[src/rtl/program_loader.sv]
`default_nettype none
// ============================================================================
// program_loader : byte-stream boot loader, packs big-endian pairs into RAM
// Revision 1.0
// ============================================================================
module program_loader #(
  parameter int              ADDR_W   = 8,
  parameter logic [ADDR_W-1:0] BASE_ADR = '0,
  parameter logic [15:0]     TIMEOUT  = 16'hFFFF
) (
  input  logic              clk,
  input  logic              reset,
  input  logic              start,
  input  logic              in_valid,
  input  logic [7:0]        in_data,
  output logic              in_ready,
  output logic              ram_we,
  output logic [ADDR_W-1:0] ram_adr,
  output logic [15:0]       ram_wdata,
  output logic              cpu_hold,
  output logic              done,
  output logic              error
);

  typedef enum logic [2:0] {
    S_IDLE, S_GET_N, S_GET_HI, S_GET_LO, S_WRITE, S_GET_CK, S_DONE, S_ERROR
  } state_t;

  state_t            state_q, state_d;
  logic [7:0]        n_q, n_d;
  logic [7:0]        idx_q, idx_d;
  logic [7:0]        sum_q, sum_d;
  logic [7:0]        hi_q, hi_d;
  logic [15:0]       tmo_q, tmo_d;
  logic [ADDR_W-1:0] adr_q, adr_d;
  logic [15:0]       wdata_q, wdata_d;
  logic              xfer;

  assign in_ready  = (state_q == S_GET_N)  || (state_q == S_GET_HI) ||
                     (state_q == S_GET_LO) || (state_q == S_GET_CK);
  assign xfer      = in_valid && in_ready;
  assign ram_we    = (state_q == S_WRITE);
  assign ram_adr   = adr_q;
  assign ram_wdata = wdata_q;
  assign done      = (state_q == S_DONE);
  assign error     = (state_q == S_ERROR);
  assign cpu_hold  = (state_q != S_DONE);

  always_comb begin
    state_d = state_q;
    n_d     = n_q;
    idx_d   = idx_q;
    sum_d   = sum_q;
    hi_d    = hi_q;
    tmo_d   = '0;
    adr_d   = adr_q;
    wdata_d = wdata_q;
    case (state_q)
      S_IDLE, S_DONE, S_ERROR: begin
        if (start) begin
          state_d = S_GET_N;
          sum_d   = '0;
          idx_d   = '0;
        end
      end
      S_GET_N: begin
        if (xfer) begin
          n_d     = in_data;
          sum_d   = in_data;
          state_d = (in_data == 8'h00) ? S_ERROR : S_GET_HI;
        end
      end
      S_GET_HI: begin
        if (xfer) begin
          hi_d    = in_data;
          sum_d   = sum_q + in_data;
          state_d = S_GET_LO;
        end
      end
      S_GET_LO: begin
        // Address/data are registered here so they are valid throughout WRITE.
        if (xfer) begin
          sum_d   = sum_q + in_data;
          wdata_d = {hi_q, in_data};
          adr_d   = BASE_ADR + ADDR_W'(idx_q);
          state_d = S_WRITE;
        end
      end
      S_WRITE: begin
        if (idx_q + 8'd1 == n_q) begin
          state_d = S_GET_CK;
        end else begin
          idx_d   = idx_q + 8'd1;
          state_d = S_GET_HI;
        end
      end
      S_GET_CK: begin
        if (xfer) begin
          sum_d   = sum_q + in_data;
          state_d = (sum_d == 8'h00) ? S_DONE : S_ERROR;
        end
      end
      default: state_d = S_IDLE;
    endcase
    // Idle gap between bytes; a transfer in the same cycle wins.
    if (in_ready && !xfer) begin
      tmo_d = tmo_q + 16'd1;
      if (tmo_d == TIMEOUT) begin
        state_d = S_ERROR;
      end
    end
  end

  always_ff @(posedge clk) begin
    if (!reset) begin
      state_q <= S_IDLE;
      n_q     <= '0;
      idx_q   <= '0;
      sum_q   <= '0;
      hi_q    <= '0;
      tmo_q   <= '0;
      adr_q   <= BASE_ADR;
      wdata_q <= '0;
    end else begin
      state_q <= state_d;
      n_q     <= n_d;
      idx_q   <= idx_d;
      sum_q   <= sum_d;
      hi_q    <= hi_d;
      tmo_q   <= tmo_d;
      adr_q   <= adr_d;
      wdata_q <= wdata_d;
    end
  end

endmodule
`default_nettype wire

[config.mk]
export PLATFORM = sky130hd
export DESIGN_NAME = program_loader
export DESIGN_NICKNAME = d
export VERILOG_FILES = /design/src/rtl/program_loader.sv
export SDC_FILE = /design/constraint.sdc
export NUM_CORES = 1
export LEC_CHECK = 0
export BUFFER_PORTS_ARGS = -buffer_cell sky130_fd_sc_hd__clkbuf_2
export CAP_MARGIN = 15
export CORE_MARGIN = 2
export CORE_UTILIZATION = 35
export DETAILED_ROUTE_END_ITERATION = 8
export SYNTH_ARGS = -nofsm -noshare
export SYNTH_HDL_FRONTEND = slang
export SYNTH_SLANG_ARGS = --single-unit
[constraint.sdc]
create_clock -name clk -period 3.2 [get_ports clk]
set_input_delay 0.64 -clock clk [delete_from_list [all_inputs] [get_ports clk]]
set_output_delay 0.64 -clock clk [all_outputs]
set_load 0.02 [all_outputs]
==> results of run 1 <==
## sequential cells by signal (all words and copies together), names as in the netlist
signal / cells
sum_q: 8
n_q: 8
hi_q: 8
idx_q: 8
ram_adr: 8
tmo_q: 16
ram_wdata: 16
state_q: 3
## metrics by stage
step | instances | hold WS [ns] | utilization (%) | setup WS (ns) | power [mW]
4_1_cts | 685 | 0.457 | 40.8 | 0.537 | 2.08
3_5_place_dp | 669 | 0.444 | 38.7 | 0.388 | 1.21
5_1_grt | 685 | 0.475 | 40.8 | 0.319 | 2.15
3_3_place_gp | 669 | 0.441 | 38.7 | 0.392 | 1.21
6_report | 685 | 0.457 | 40.8 | 0.528 | 2.05
2_1_floorplan | 511 | 0.432 | - | 0.654 | 1.14
## cells by family after synthesis
group | synth area share [%]
adders and majority gates | 3.74
AOI/OAI and AO/OA | 18.9
xor gates and xnor gates | 6.31
buffers and inverters | 4.25
DFF | 38.6
and+or+nand+nor | 28.1
## worst max-delay path, cell delays in order, from the launching register on
cell and delay, ns:
dfxtp_1 0.61, inv_1 0.20, or3_1 0.46, inv_2 0.19
clkbuf_2 0.21
## final timing paths
check	from	end	slack, ns
setup / recovery	state_q[2]	ram_we	0.53
hold / removal	ram_adr[1]	ram_adr[1]	0.46
setup reg to reg	state_q[0]	state_q[0]	0.60
hold reg to reg	ram_adr[1]	ram_adr[1]	0.46
## layout by cell type (no fill, tap or decap), drive strengths merged, types with 2 or more instances in the layout
master / n
a211oi: 2
nand2b: 9
xnor2: 17
and3: 8
ha: 10
o22ai: 8
and2: 9
a22oi: 3
inv: 17
nor4: 4
nor3: 8
o21ai: 17
buf: 7
a41o: 2
and4: 2
or3: 3
xor2: 11
nor2: 35
nand4: 9
nor2b: 6
nand3b: 2
o21a: 2
nand3: 23
a21oi: 60
clkbuf: 49
nor4b: 2
a211o: 2
bufinv: 2
or4: 4
o211ai: 5
a21boi: 2
dfxtp: 75
a31oi: 5
o21bai: 2
nand2: 106
a21o: 4
## layer usage
metal / vias to the layer above / global-route usage, % / wire length (um) / part of all wire (%)
met5: - / 0 / 0 / 0
met4: 0 / 6.69 / 178 / 1.9
met3: 18 / 4.39 / 519 / 5.5
met2: 90 / 26.3 / 4240 / 45
met1: 1648 / 23.0 / 4580 / 48
li1: 1839 / - / - / -
## report_power, final
part           leakage (nW)  total, mW  switching (mW)  internal [mW]
Clock                 0.117      0.861           0.405          0.456
Sequential            0.606      0.973          0.0213          0.951
Combinational         0.924      0.219           0.143         0.0764
Total                  1.65       2.05           0.569           1.48
## layout make-up
type	instances	area [um2]	area share, %
sequential	75	1500	33.9
clock inverter	7	106	2.40
inverter	12	45.0	1.02
clock buffer	9	124	2.80
timing repair buffer	47	253	5.71
multi-input combinational	395	2220	50.2
tap	140	175	3.96
==> qor.txt, run 1 <==
=================================================================================
Number of iterations in the first detailed-routing pass                         4
Via count of the first global-routing pass                                   3386
Vertical die dimension                                                     109 um
Number of enable-type register cells in the synthesized netlist                 0
Worst EP arrival                                                          2.03 ns
Number of failing hold endpoints at the final stage                             0
RSZ-0062 raised after global routing                                           no
Cell types with the highest counts after synthesis                   nand2_1 (106), dfxtp_1 (75), a21oi_1 (60), nor2_1 (35), clkbuf_1 (25)
Layout fillers                                                               1142
Post-synthesis register bit count                                              75
Hold Path Depth                                                                 2
Port-buffer cells                                                              40
Mean cell area of the mapped netlist                                     7.60 um2
Root buffer selected by CTS                                              clkbuf_8
Class of the worst hold path                                              reg2reg
Post-layout minimum cycle time                                            2.67 ns
Placed Area                                                           0.00419 mm2
Worst Clk Skew                                                         0.00900 ns
Warning count from the yosys run                                                0
Initial antenna violation count                                                 0
Number of vias in the routed layout                                          3595
Die outline area                                                       0.0120 mm2
Clock Tree Buf Depth                                                            2
Top_reg_cell synth                                                        dfxtp_1
F_max                                                                     374 MHz
Leakage                                                                   1.65 nW
Setup-failing EPs final                                                         0
Required time reported for the critical path endpoint                     2.56 ns
ANT nets after route                                                            0
Power density over the cells                                           464 mW/mm2
Initial Utilization                                                         35.8%
Maximum fanout along the worst path                                            14
Average wire per standard cell                                            13.9 um
Endpoint kind of the worst setup timing path                          output port
Cell types occupying the most area after synthesis                   dfxtp_1 (39%), nand2_1 (10%), a21oi_1 (7.7%), xnor2_1 (3.8%), nor2_1 (3.4%)
Number of clock sinks                                                          75
Clock tree from TritonCTS                                                     yes
Aggregate routed wire length                                              9520 um
Register-to-Register Path Depth                                                 6
Largest net degree at the start of global routing                              42
Top-Level Pins                                                                 41
Number of max-slew violations in the final report                               0
Netlist area before placement                                         0.00388 mm2
Critical path class                                                       reg2out
Peak supply drop                                                         0.372 mV
H-tree levels                                                                   3
Detailed-placement wirelength estimate                                    6590 um
Number of library cell types mapped by synthesis                               52
Number of nets in the synthesized netlist                                     534
Async set or reset register ratio after synthesis                              0%
Mapped Cells                                                                  511
Slew at the pin closest to its max-slew limit                            0.878 ns
Post-route cell area                                                  0.00442 mm2
Relative max-transition margin                                              41.0%
Total overflow reported by the global router                                    0
Portion of synthesized cell area occupied by the leading cell type          38.6%
Violation count after the first detailed-routing iteration                    253
Global-route wire length before repair                                   16100 um
Post-synth top area cell                                                  dfxtp_1
Cts repair resizes                                                              0
Area delta synth->final                                                     13.8%
Hold-fix buffer count after cts                                                 0
Share of layout cells above drive strength 1                                12.5%
Die width                                                                  109 um
Worst-skew pair later-pin latency                                         0.36 ns
Result of the run                                                       completed
Clock transition at the registers of the reported paths                   0.09 ns
Sequential area share after synthesis                                       38.6%
Max Cap Viol                                                                    0
Clock buffers created by TritonCTS                                              9
RePlAce Congestion                                                          0.928
Most numerous cell in the Yosys netlist                                   nand2_1
Setup fix buffers added after clock tree synthesis                              0
GRT Util Overall                                                            17.1%
DRC Markers                                                                     0
Nets                                                                          563
Number of diodes added for antenna fixing                                       0
Routed via count divided by cell count                                       5.25
Final period utilization                                                    83.5%
Row cnt                                                                        38
Setup crit start kind                                                    register
Summed negative setup slack over all endpoints                               0 ns
Core Area                                                              0.0108 mm2
=================================================================================
Note: power is estimated with default switching activity, not from simulation.
==> inputs of run 2 (changes only) <==
clock period = 2.3 ns   (was 3.2 ns; I/O delays follow)
==> run 2 against run 1 <==
Clock power is 5.9% higher; critical path depth is 2 higher; hold slack worse by 0.014 ns; non-clock buffer count is 31 higher; sequential power is 38% higher; design area is 4.8% higher; global-route usage is 0.75 points higher; largest power group unchanged.
==> qor.txt, run 2 (synthesis gave the netlist of run 1 again) <==
============================================================================
Maximum fanout along the worst path                                        2   -12
Result of the run                                                  completed
Post-layout minimum cycle time                                       2.18 ns
Post-route cell area                                             0.00464 mm2   +4.8%
Nets                                                                     594   +5.5%
Aggregate routed wire length                                        10000 um   +5.1%
Clk pwr share                                                          34.8%   -7.2 points
Via count of the first global-routing pass                              3452   +1.9%
Die width                                                             109 um   unchanged
Total overflow reported by the global router                               0   unchanged
Clock transition at the registers of the reported paths              0.09 ns   about the same
RePlAce Congestion                                                     0.870   -6.3%
Setup crit start kind                                               register
Worst Clk Skew                                                     0.0143 ns   +0.00526 ns
Endpoint kind of the worst setup timing path                        register
Area delta synth->final                                                19.4%
FF+latch area                                                    0.00150 mm2   about the same
Row cnt                                                                   38   unchanged
Slew at the pin closest to its max-slew limit                       0.493 ns   -0.385 ns
Hold-fix buffer count after cts                                            0   unchanged
Worst-skew pair later-pin latency                                    0.36 ns   about the same
Relative max-transition margin                                         67.0%   +26 points
Root buffer selected by CTS                                         clkbuf_8
Worst EP arrival                                                     2.43 ns   +0.40 ns
Required time reported for the critical path endpoint                2.55 ns   about the same
Layout fillers                                                          1135   -0.61%
ANT nets after route                                                       0   unchanged
DRC Markers                                                                0   unchanged
Placed Area                                                      0.00444 mm2   +5.9%
Number of iterations in the first detailed-routing pass                    4   unchanged
Hold Path Depth                                                            3   +1
Peak supply drop                                                    0.361 mV   -2.9%
Clock Tree Buf Depth                                                       2   unchanged
F_max                                                                459 MHz
Global-route wire length before repair                              16600 um   +3.1%
End-of-flow core utilization                                           42.8%   +2.0 points
Final period utilization                                               94.8%
Vertical die dimension                                                109 um   unchanged
Number of vias in the routed layout                                     3672   +2.1%
Top library cells by usage in the layout, fill and taps aside   nand2_1 (106), dfxtp_1 (74), a21oi_1 (60), clkbuf_2 (40), buf_4 (37)
Setup fix buffers added after clock tree synthesis                         0   unchanged
Number of diodes added for antenna fixing                                  0   unchanged
Average wire per standard cell                                       14.0 um   +0.59%
Detailed-placement wirelength estimate                               7140 um   +8.3%
Violation count after the first detailed-routing iteration               216   -15%
Switching power share of the total                                     28.9%   +1.2 points
Initial Utilization                                                    35.8%   unchanged
Die outline area                                                  0.0120 mm2   unchanged
Register-to-Register Path Depth                                            6   unchanged
Class of the worst hold path                                          in2reg
Largest net degree at the start of global routing                         43   +2.4%
Routed via count divided by cell count                                  5.13   -2.3%
Core Area                                                         0.0108 mm2   unchanged
Critical path class                                                  reg2reg
Leakage                                                              1.76 nW   +7.1%
Port-buffer cells                                                         40   unchanged
NetSw                                                               0.757 mW   +33%
Clock buffers created by TritonCTS                                         9   unchanged
Top-Level Pins                                                            41   unchanged
Combined area of the multi-input logic cells                     0.00224 mm2   +1.1%
Max Cap Viol                                                               0   unchanged
Total power after layout                                             2.62 mW   +28%
Power density over the cells                                      564 mW/mm2   +22%
Number of failing hold endpoints at the final stage                        0   unchanged
Commonest non-fill, non-tap cell in the layout                       nand2_1
Initial antenna violation count                                            0   unchanged
Summed negative setup slack over all endpoints                          0 ns   unchanged
Share of layout cells above drive strength 1                           17.9%   +5.4 points
Setup-failing EPs final                                                    0   unchanged
Internal                                                             1.86 mW   +25%
Combinational group share of total power                               13.9%   +3.2 points
GRT Util Overall                                                       17.9%   +0.75 points
H-tree levels                                                              3   unchanged
Number of max-slew violations in the final report                          0   unchanged
Number of clock sinks                                                     75   unchanged
Clock tree from TritonCTS                                                yes
Share of total power in sequential cells                               51.3%   +3.9 points
============================================================================
-- run 2: cell types whose count changed in the layout (fill, tap and decap cells not counted), sizes merged --
cell / delta
inv: -5
clkbuf: +2
clkinv: +2
clkinvlp: +3
buf: +31
bufinv: -2
-- run 2: layout make-up --
type,count,area share (%)
Clock buffer,11,2.83
Clock inverter,5,0.863
Inverter,12,1.03
Multi-Input combinational cell,395,48.4
Sequential cell,75,32.4
Tap cell,140,3.78
Timing Repair Buffer,78,10.7
-- run 2: path summary, 6_finish.rpt --
path	start	endpoint	slack, ns
worst max-delay path	sum_q[0]	state_q[0]	0.12
worst min-delay path	in_data[7]	ram_wdata[7]	0.44
worst max register to register	sum_q[0]	state_q[0]	0.12
worst min register to register	hi_q[0]	ram_wdata[8]	0.45
-- run 2: through the flow --
step	std cells	worst slack [ns]	hold slack (ns)
floorplan	511	0.0351	0.432
global placement	700	-0.176	0.438
detailed placement	700	-0.209	0.442
CTS	716	0.0444	0.408
global route	716	-0.00346	0.424
finish	716	0.121	0.442
-- run 2: routing by layer --
| layer | global-route usage [%] | part of all wire (%) |
|---|---|---|
| met5 | 0 | 0 |
| met4 | 5.52 | 1.3 |
| met3 | 4.15 | 3.6 |
| met2 | 29.3 | 46 |
| met1 | 23.3 | 49 |
-- run 2: power groups by stage --
stage | Clock, mW | Sequential [mW] | Combinational [mW]
2_1_floorplan | 0 | 1.37 | 0.217
3_3_place_gp | 0 | 1.37 | 0.356
3_5_place_dp | 0 | 1.37 | 0.356
4_1_cts | 0.955 | 1.34 | 0.357
5_1_grt | 1.01 | 1.35 | 0.406
6_report | 0.912 | 1.34 | 0.363
-- run 2: timing repair --
action | CTS | global route
setup endpoints to repair | 0 | 11
endpoints found under the hold margin | 0 | 0
gates resized for setup | 0 | 6
-- run 2: worst max-delay path, cell delays in order (launching register included) --
cell	delay (ns)
dfxtp_1	0.34
ha_1	0.21
fa_2	0.45
or4_1	0.56
nor4_2	0.16
a311oi_1	0.13
a211o_1	0.23
